**src/rtl/apb_arb_pkg.sv**
```systemverilog
// apb_arb_pkg: shared FSM states, timeout length and default widths for the APB round-robin arbiter
package apb_arb_pkg;
  typedef enum logic [1:0] {IDLE, SETUP, ACCESS} state_t;
  localparam int TIMEOUT_CYCLES = 16;
  localparam int DEF_NREQ = 4;
  localparam int DEF_AW = 8;
  localparam int DEF_DW = 32;
endpackage

```
**src/rtl/apb_rr_arbiter_if.sv**
```systemverilog
// apb_rr_arbiter_if: requester-side and APB-side signals of the arbiter; master is the arbiter view
interface apb_rr_arbiter_if
  import apb_arb_pkg::*;
#(
  parameter int NREQ = DEF_NREQ,
  parameter int AW = DEF_AW,
  parameter int DW = DEF_DW
);
  logic [NREQ-1:0] req_valid, req_write, req_ready, rsp_valid;
  logic [NREQ*AW-1:0] req_addr;
  logic [NREQ*DW-1:0] req_wdata;
  logic [DW-1:0] rsp_rdata, PWDATA, PRDATA;
  logic [AW-1:0] PADDR;
  logic rsp_err, PSEL, PENABLE, PWRITE, PREADY;
  modport master (
    input req_valid, req_write, req_addr, req_wdata, PRDATA, PREADY,
    output req_ready, rsp_valid, rsp_rdata, rsp_err, PSEL, PENABLE, PWRITE, PADDR, PWDATA
  );
  modport slave (
    output req_valid, req_write, req_addr, req_wdata, PRDATA, PREADY,
    input req_ready, rsp_valid, rsp_rdata, rsp_err, PSEL, PENABLE, PWRITE, PADDR, PWDATA
  );
endinterface

```
**src/rtl/apb_rr_pick.sv**
```systemverilog
// apb_rr_pick: first set request at or above ptr, wrapping, as one-hot grant plus index
module apb_rr_pick
  import apb_arb_pkg::*;
#(
  parameter int NREQ = DEF_NREQ,
  localparam int IW = $clog2(NREQ)
) (
  input  logic [NREQ-1:0] req,
  input  logic [IW-1:0]   ptr,
  output logic [NREQ-1:0] gnt,
  output logic [IW-1:0]   idx,
  output logic            any
);
  always_comb begin
    idx = '0;
    for (int i = NREQ - 1; i >= 0; i--)
      if (req[IW'((int'(ptr) + i) % NREQ)]) idx = IW'((int'(ptr) + i) % NREQ);
  end
  assign any = |req;
  assign gnt = any ? NREQ'(1) << idx : '0;
endmodule

```
**src/rtl/apb_rr_arbiter.sv**
```systemverilog
// apb_rr_arbiter: round-robin arbitration of NREQ requesters onto one APB completer.
// Define APB_ARB_TIMEOUT_EN to end a stalled ACCESS after TIMEOUT_CYCLES with rsp_err=1.
module apb_rr_arbiter
  import apb_arb_pkg::*;
#(
  parameter int NREQ = DEF_NREQ,
  parameter int AW = DEF_AW,
  parameter int DW = DEF_DW
) (
  input logic PCLK,
  input logic PRESET,
  apb_rr_arbiter_if.master bus
);
  localparam int IW = $clog2(NREQ);
  state_t state;
  logic [IW-1:0] rr_ptr, owner, idx;
  logic [NREQ-1:0] gnt;
  logic any, tmo, done;
  apb_rr_pick #(.NREQ(NREQ)) u_pick (.req(bus.req_valid), .ptr(rr_ptr), .gnt, .idx, .any);
`ifdef APB_ARB_TIMEOUT_EN
  logic [4:0] cnt;
  assign tmo = cnt == 5'(TIMEOUT_CYCLES - 1);
`else
  assign tmo = 1'b0;
  assign bus.rsp_err = 1'b0;
`endif
  assign done = bus.PREADY || tmo;
  always_ff @(posedge PCLK or posedge PRESET)
    if (PRESET) begin
      state <= IDLE;
      rr_ptr <= '0;
      owner <= '0;
      bus.req_ready <= '0;
      bus.rsp_valid <= '0;
      bus.rsp_rdata <= '0;
      bus.PSEL <= 1'b0;
      bus.PENABLE <= 1'b0;
      bus.PWRITE <= 1'b0;
      bus.PADDR <= '0;
      bus.PWDATA <= '0;
`ifdef APB_ARB_TIMEOUT_EN
      cnt <= '0;
      bus.rsp_err <= 1'b0;
`endif
    end else begin
      bus.req_ready <= '0;
      bus.rsp_valid <= '0;
      case (state)
        IDLE: if (any) begin
          state <= SETUP;
          owner <= idx;
          bus.req_ready <= gnt;
          bus.PSEL <= 1'b1;
          bus.PWRITE <= bus.req_write[idx];
          bus.PADDR <= bus.req_addr[int'(idx)*AW +: AW];
          bus.PWDATA <= bus.req_wdata[int'(idx)*DW +: DW];
        end
        SETUP: begin
          state <= ACCESS;
          bus.PENABLE <= 1'b1;
`ifdef APB_ARB_TIMEOUT_EN
          cnt <= '0;
`endif
        end
        ACCESS: begin
          if (done) begin
            state <= IDLE;
            bus.PSEL <= 1'b0;
            bus.PENABLE <= 1'b0;
            bus.rsp_valid <= NREQ'(1) << owner;
            bus.rsp_rdata <= (bus.PREADY && !bus.PWRITE) ? bus.PRDATA : '0;
            rr_ptr <= (owner == IW'(NREQ - 1)) ? '0 : owner + 1'b1;
`ifdef APB_ARB_TIMEOUT_EN
            bus.rsp_err <= !bus.PREADY;
`endif
          end
`ifdef APB_ARB_TIMEOUT_EN
          cnt <= cnt + 1'b1;
`endif
        end
        default: state <= IDLE;
      endcase
    end
endmodule

```
**src/flat_wrapper.sv**
```systemverilog
// flat-port wrapper written by rule: the top's interface ports become plain ports
module apb_rr_arbiter_flat import apb_arb_pkg::*;
#(
  parameter int NREQ = DEF_NREQ,
  parameter int AW = DEF_AW,
  parameter int DW = DEF_DW
)
  (PCLK, PRESET, bus_req_valid, bus_req_write, bus_req_addr, bus_req_wdata, bus_PRDATA, bus_PREADY, bus_req_ready, bus_rsp_valid, bus_rsp_rdata, bus_rsp_err, bus_PSEL, bus_PENABLE, bus_PWRITE, bus_PADDR, bus_PWDATA);
  apb_rr_arbiter_if #(.NREQ(NREQ), .AW(AW), .DW(DW)) bus_i ();
  input logic PCLK;
  input logic PRESET;
  input wire logic [$bits(bus_i.req_valid)-1:0] bus_req_valid;
  input wire logic [$bits(bus_i.req_write)-1:0] bus_req_write;
  input wire logic [$bits(bus_i.req_addr)-1:0] bus_req_addr;
  input wire logic [$bits(bus_i.req_wdata)-1:0] bus_req_wdata;
  input wire logic [$bits(bus_i.PRDATA)-1:0] bus_PRDATA;
  input wire logic [$bits(bus_i.PREADY)-1:0] bus_PREADY;
  output wire logic [$bits(bus_i.req_ready)-1:0] bus_req_ready;
  output wire logic [$bits(bus_i.rsp_valid)-1:0] bus_rsp_valid;
  output wire logic [$bits(bus_i.rsp_rdata)-1:0] bus_rsp_rdata;
  output wire logic [$bits(bus_i.rsp_err)-1:0] bus_rsp_err;
  output wire logic [$bits(bus_i.PSEL)-1:0] bus_PSEL;
  output wire logic [$bits(bus_i.PENABLE)-1:0] bus_PENABLE;
  output wire logic [$bits(bus_i.PWRITE)-1:0] bus_PWRITE;
  output wire logic [$bits(bus_i.PADDR)-1:0] bus_PADDR;
  output wire logic [$bits(bus_i.PWDATA)-1:0] bus_PWDATA;
  assign bus_i.req_valid = bus_req_valid;
  assign bus_i.req_write = bus_req_write;
  assign bus_i.req_addr = bus_req_addr;
  assign bus_i.req_wdata = bus_req_wdata;
  assign bus_i.PRDATA = bus_PRDATA;
  assign bus_i.PREADY = bus_PREADY;
  assign bus_req_ready = bus_i.req_ready;
  assign bus_rsp_valid = bus_i.rsp_valid;
  assign bus_rsp_rdata = bus_i.rsp_rdata;
  assign bus_rsp_err = bus_i.rsp_err;
  assign bus_PSEL = bus_i.PSEL;
  assign bus_PENABLE = bus_i.PENABLE;
  assign bus_PWRITE = bus_i.PWRITE;
  assign bus_PADDR = bus_i.PADDR;
  assign bus_PWDATA = bus_i.PWDATA;
  apb_rr_arbiter #(.NREQ(NREQ), .AW(AW), .DW(DW)) u_core (.PCLK(PCLK), .PRESET(PRESET), .bus(bus_i));
endmodule
```
**config.mk**
```make
export PLATFORM = sky130hd
export DESIGN_NAME = apb_rr_arbiter_flat
export DESIGN_NICKNAME = d
export VERILOG_FILES = /design/src/rtl/apb_arb_pkg.sv /design/src/rtl/apb_rr_arbiter_if.sv /design/src/rtl/apb_rr_pick.sv /design/src/rtl/apb_rr_arbiter.sv /design/src/flat_wrapper.sv
export SDC_FILE = /design/constraint.sdc
export NUM_CORES = 1
export LEC_CHECK = 0
export CORE_MARGIN = 2
export CORE_UTILIZATION = 40
export CTS_BUF_LIST = sky130_fd_sc_hd__clkbuf_2
export DETAILED_ROUTE_END_ITERATION = 16
export PLACE_DENSITY_LB_ADDON = 0.05
export SLEW_MARGIN = 20
export SYNTH_ARGS = -nofsm -noshare
export SYNTH_HDL_FRONTEND = slang
export SYNTH_SLANG_ARGS = --single-unit
```
**constraint.sdc**
```tcl
create_clock -name PCLK -period 3.6 [get_ports PCLK]
set_input_delay 0.9 -clock PCLK [delete_from_list [all_inputs] [get_ports PCLK]]
set_output_delay 0.9 -clock PCLK [all_outputs]
set_load 0.01 [all_outputs]
```
# [After elaboration in Yosys (flattened, before gate mapping)]
# Index checks and enable logic that the tools add are counted.
[classes] addsub=4 n_lt_le_gt_ge=5 eq_ne=5 shift=4 muxes=31 n_reduce_logical=11
[ops] op="variable part select 128 x 8 -> 32 bit" n=1
[ops] op="2-to-1 mux 32 bit" n=1
[ops] op="variable part select 32 x 6 -> 8 bit" n=1
[ops] op="less-than comparator 2 x 4 -> 1 bit, second input constant" n=4
[ops] op="2-to-1 mux 4 bit" n=4
[ops] op="2-to-1 mux 2 bit" n=7
[ops] op="2-to-1 mux 1 bit" n=11
[ops] op="binary-select mux 1 bit (select 2 bit)" n=5
[ops] op="AND reduction 2 bit" n=4
[ops] op="left shift 1 x 2 -> 4 bit, first input constant" n=2
[ops] op="case mux 2 bit (3 select lines)" n=1
[ops] op="adder 2 x 1 -> 2 bit, second input constant" n=2
[ops] op="adder 2 bit, second input constant" n=2
[ops] op="== test 2 bit, second input constant" n=2
[ops] op="case mux 1 bit (2 select lines)" n=2
[ops] op="nonzero test 2 bit" n=2
[ops] op="OR reduction 4 bit" n=1
[ops] op="less-than comparator 2 x 3 -> 1 bit, second input constant" n=1
[ops] op="AND reduction 3 bit" n=1
[ops] op="== test 2 x 1 -> 1 bit, second input constant" n=1
[ops] op="logical NOT 2 bit" n=1
[ops] op="inequality test 2 x 1 -> 1 bit, second input constant" n=1
[ops] op="inequality test 2 bit, second input constant" n=1
[ops] op="logical AND 1 bit" n=1
[ops] op="logical NOT 1 bit" n=1
[totals] reg_bits=89 output_inout_bits=84 word_cells=71

# [Longest topological paths before layout]
[depth] depth_word=11 ltp_mapped=8 depth_no_buf=5

# [By module]
# From an unflattened synthesis, not the netlist that was laid out.
[hier_totals] cells_unflattened=324 area_unflattened_um2=5013.6
[by_module_without_submodules] mod="apb_rr_arbiter" instances=1 cells_per_inst=291 area_each_um2=4802.1 seq_area_each_um2=2227.1
[by_module_without_submodules] mod="apb_rr_pick" instances=1 cells_per_inst=33 area_each_um2=211.5 seq_area_each_um2=0.0

# [Worst setup path after synthesis]
# Ideal clock, no wire load.
[synth_timing] kind="input -> register" from="input bus_req_valid[2]" to="register u_core.bus.PADDR[0]" setup_time_ns=0.140 t_arrival_ns=2.082 required_time_ns=3.460 setup_slack_ns=1.378 stages=6 path_buffers=1 path_cell_list="inv_1 > o32a_2 > clkbuf_2 > and3_1 > a2111oi_0 > a211oi_1"
[synth_between] elab_chain_len=8 word_cells_on_any_way=19 cone_classes="1 x shift; 16 x mux; 2 x reduce/logical"
[synth_lines] element="from (decl)" line="flat_wrapper.sv:12" text="input wire logic [$bits(bus_i.req_valid)-1:0] bus_req_valid;"
[synth_lines] element="binary-select mux 1 bit (select 2 bit)" line="apb_rr_pick.sv:17" text="if (req[IW'((int'(ptr) + i) % NREQ)]) idx = IW'((int'(ptr) + i) % NREQ);"
[synth_lines] element="2-to-1 mux 1 bit (implied by the code) (2 in a row)" line="apb_rr_pick.sv:17"
[synth_lines] element="2-to-1 mux 2 bit (4 in a row)" line="apb_rr_pick.sv:17"
[synth_lines] element="variable part select 32 x 6 -> 8 bit" line="apb_rr_arbiter.sv:55" text="bus.PADDR <= bus.req_addr[int'(idx)*AW +: AW];"
[synth_lines] element="to (signal assigned)" line="apb_rr_arbiter.sv:55"
[synth_lines] element="to (decl)" line="apb_rr_arbiter_if.sv:17" text="output req_ready, rsp_valid, rsp_rdata, rsp_err, PSEL, PENABLE, PWRITE, PADDR, PWDATA"
# Several ways; a longest one is shown, not always the timed one. The select of a mux whose other input is x is not followed.
# A chain may end at the register's enable or synchronous reset.

# [Worst setup path after layout]
[layout_timing] from="input bus_req_valid[0]" to="register u_core.bus.PWDATA[31]"
[layout_between] elab_chain_len=8 word_cells_on_any_way=19 cone_classes="1 x shift; 16 x mux; 2 x reduce/logical"
[layout_lines] element="binary-select mux 1 bit (select 2 bit)" line="apb_rr_pick.sv:17"
[layout_lines] element="2-to-1 mux 1 bit (implied by the code) (2 in a row)" line="apb_rr_pick.sv:17"
[layout_lines] element="2-to-1 mux 2 bit (4 in a row)" line="apb_rr_pick.sv:17"
[layout_lines] element="variable part select 128 x 8 -> 32 bit" line="apb_rr_arbiter.sv:56" text="bus.PWDATA <= bus.req_wdata[int'(idx)*DW +: DW];"
[layout_lines] element="to (signal assigned)" line="apb_rr_arbiter.sv:56"
[layout_lines] element="to (decl)" line="apb_rr_arbiter_if.sv:17"
# Several ways; a longest one is shown, not always the timed one. The select of a mux whose other input is x is not followed.

==> summary by stage <==
Setup path
STA puts the critical path data arrival time at about 3000 ps. At the worst endpoint, the required time is roughly 4000 ps. The beginning of the worst register-to-register path is u_core.rr_ptr[1].

The slack of the worst reg-to-reg path is about 1400 ps. The terminus of the critical flop-to-flop path is u_core.bus.PWDATA[15]. The critical setup path kind is input pin to flop. The source of the critical timing path is bus_req_valid[0]. The kind of start point of the critical path is an input pin. Of all nets on the critical path, the largest fanout is 42. STA classifies the critical path endpoint as a flop. The number of cells on the worst reg-to-reg path is 6.

Synthesis
After synthesis, the cell types taking the most area are dfrtp_1, mux2i_1, and3_1. By instance count, the leading cell after synthesis is dfrtp_1. Yosys mapped a number of flops with a built-in enable equal to 0. After synthesis the netlist holds a flip-flop and latch count of 89. The cell count after synthesis came out at about 500.

The yosys synthesis warning count is 0. After synthesis, the share of flip-flops with an asynchronous set or reset is 100.0%. When the netlist entered floorplanning its net count stood at about 700. In this run the mean area of a mapped cell was 10.38 sq um. In the synthesized netlist the dominant register cell turns out to be dfrtp_1. The cell area after synthesis is around 5100 sq um. The number of unique standard cell types used by synthesis is 37.

Of the synthesized area, sequential elements account for between 40% and 50%. Ranked by instance count, the synthesized netlist is headed by dfrtp_1, nand2_1, and3_1. The top cell type by area accounts for approximately 44% of the synthesized area.

The synthesized design spends more area on one cell type than any other, namely dfrtp_1.

GRT
The most congested layer reported by global routing is met2. After global routing the overflow that remains totals 0. The overall global routing resource usage is 23.98%. The pin count of the biggest net entering global routing is 72. The initial antenna violation count is 1. The number of global-route vias before repair is 4,975. Global routing used under 10% of the available met3 tracks.

Global routing consumed, on the met1 layer, 27.68% of the routing resources. The global-route wire length before repair is about 25 mm. The met2 usage in global routing is a little over two fifths.

Hold path
The instance count along the most critical hold path is 2. In this run the most critical hold path is launched from u_core.bus.rsp_rdata[2]. The class of the tightest hold or removal check is flop to flop.

The end point of the worst hold path is u_core.bus.rsp_rdata[2].

CTS
At the later pin of the worst-skew pair, clock insertion delay measures 560 ps. Post-CTS repair changed the size of 0 cells. The total number of H-tree levels is 3. The CTS root buffer is clkbuf_2. The clock tree from TritonCTS is done. The clock-pin slew of the registers on the worst-case setup and hold paths is approximately 250 ps. For this design, the sink count on the clock tree is 89.

Buffers added to address setup during post-CTS repair amount to 0. The total of hold buffers inserted after clock tree synthesis is 0. The number of buffers on the longest clock path is 2. The number of CTS-inserted buffers is 9.

Placed design
Once placement completed, the tool counted placed cells totaling just over 900. During placement, the flow inserted port buffers numbering 285. The congestion estimate from routability-driven global placement came to 0.8664.

Detailed placement ended at an HPWL of roughly 12 mm. The instance area at placement is roughly 8000 sq um.

Power
IR analysis of the VDD net gives a maximum drop of ~0.00026 V. The static leakage is ~3.5 nW. For this design the ratio of total power to cell area is between 600 and 700 nW/um^2.

STA
Setup repair after global routing left no endpoint under its margin. The hold violation total from the final report was 0. The clock period minus worst slack is around 2600 ps. The number of pins with negative max-slew slack in the final report is 0.

Summed over all failing endpoints, the final setup total negative slack is 0 ps. At the pin with the least slew margin, the transition time is between 600 and 700 ps. The worst pin sits at a relative slew slack of between 50% and 60%. Clock skew on the completed layout was measured at between 15 and 20 ps. The final setup violation count is 0. The final worst-path cycle share is between 70 and 80%.

Derived from the worst setup path, the maximum achievable clock frequency is 386.4 MHz.

Cells and area
Cells fill approximately two thirds of the core in the end. Across the whole layout, storage elements account for 2227 sq um. In the final layout, the multi-input gates occupy 2504 sq um. The area of all placed cells without fillers is ~8000 sq um. The number of standard cells in the layout, taps in and fillers out is around 930. Relative to the synthesized area, the layout overhead comes to 60.03%. The proportion of layout cells with a drive suffix above 1 is under 10%.

The filler cells instantiated in the layout total a little over 1,000. The net count of the finished layout is ~960.

Route
The detailed router placed approximately 4,800 vias in this run. After detailed routing, the average wire length per cell comes to between 15 and 20 um. The DRC violations left is 0.

The first routing iteration left between 200 and 300 violations. The number of detailed-routing iterations run before antenna repair is 4. For this block, the routed nets add up to between 15 and 20 mm of wire.

After detailed routing, the number of vias per cell comes to 5.213. The residual antenna-violating net count after detailed routing is 0.

Die
Once the floorplan was initialized, standard cells occupied between 40% and 50% of the core. The chip width is between 100 and 150 um. The core region area is between 10,000 and 15,000 sq um. The floorplan step defined a die boundary enclosing between 10,000 and 15,000 sq um. The initialized floorplan defines 41 standard-cell rows. Measured along the y axis, the die boundary spans ~120 um. During I/O placement, the number of pins put on the boundary was 287.

Run
The max capacitance violation total is 0.

Outcome
The flow ran to the end, and the final reports show no timing, DRC or antenna violations.
power breakdown:
part	total, mW	internal, mW	switching [mW]	leakage [nW]
combinational	3.09	1.53	1.57	2.32
clock	0.599	0.230	0.369	0.0799
sequential	1.64	1.40	0.240	1.08
total	5.33	3.16	2.17	3.48
placed cells by master, fill, tap and decap left out, types with 3 or more instances in the layout:
master,n
a211oi_2,16
and3_1,43
and2_1,5
nand2_1,71
nand3b_1,32
a2111oi_0,22
a2111oi_2,16
clkdlybuf4s50_1,285
mux2i_1,42
clkbuf_2,9
a2111oi_4,3
ha_1,4
nor2_1,41
a211oi_1,25
buf_12,3
dfrtp_1,89
inv_1,5
a21oi_1,4
buf_4,10
through the flow:
stage	setup slack, ps	hold slack (ps)	total power [mW]
3_5_place_dp	406.9	455.1	4.780
3_3_place_gp	487.7	448.1	4.690
6_report	1012	498.7	5.333
2_1_floorplan	393.1	476.7	3.456
5_1_grt	937.6	524.8	5.679
4_1_cts	1052	505.7	5.378
flip-flops by register name, indices dropped and copies added (netlist names), 2 cells and up:
name	cells
u_core.bus.PWDATA	32
u_core.bus.rsp_rdata	32
u_core.bus.rsp_valid	4
u_core.bus.req_ready	4
u_core.state	2
u_core.rr_ptr	2
u_core.owner	2
u_core.bus.PADDR	8
critical path, cell delays in order:
cell             delay, ps
clkdlybuf4s50_1        490
a21o_1                 210
a21oi_1                140
o22a_2                 470
and2_4                 640
a211oi_1               160
layout make-up:
cell class                 instances  area share (%)
multi-input combinational        344           30.89
inverter                           7          0.3705
clock inverter                     7           1.158
tap                              172           2.655
timing repair buffer             298           36.86
antenna                            1         0.03087
sequential                        89           27.48
clock buffer                       9          0.5557
layer usage:
| metal | vias to the layer above | wire length [um] |
|---|---|---|
| met3 | 33 | 1291 |
| li1 | 2307 | - |
| met5 | - | 0 |
| met4 | 0 | 450 |
| met1 | 2292 | 6377 |
| met2 | 200 | 8610 |
how the worst max path moves through the flow:
stage                                  endpoint  slack [ps]  cells past startpoint
final                     u_core.bus.PWDATA[31]        1010                      6
after global routing      u_core.bus.PWDATA[24]         940                      7
after CTS                            bus_PWRITE        1050                      1
after detailed placement  u_core.bus.PWDATA[28]         410                      6
after global placement        u_core.bus.PWRITE         490                      6
after floorplan             u_core.bus.PADDR[0]         390                      1
kinds of logic (layout without fill, tap and decap cells):
family                     after synthesis  count (layout)  share of synthesized area [%]
and+or+nand+nor                        203             203                          20.48
AOI/OAI and AO/OA                       93              93                          19.27
DFF                                     89              89                          43.97
buffers and inverters                   55             321                          6.695
muxes                                   43              43                          8.523
adders and majority gates                4               4                         0.9882
other                                    1               2                        0.07404
No activity file was read; power rests on OpenSTA's default activity.
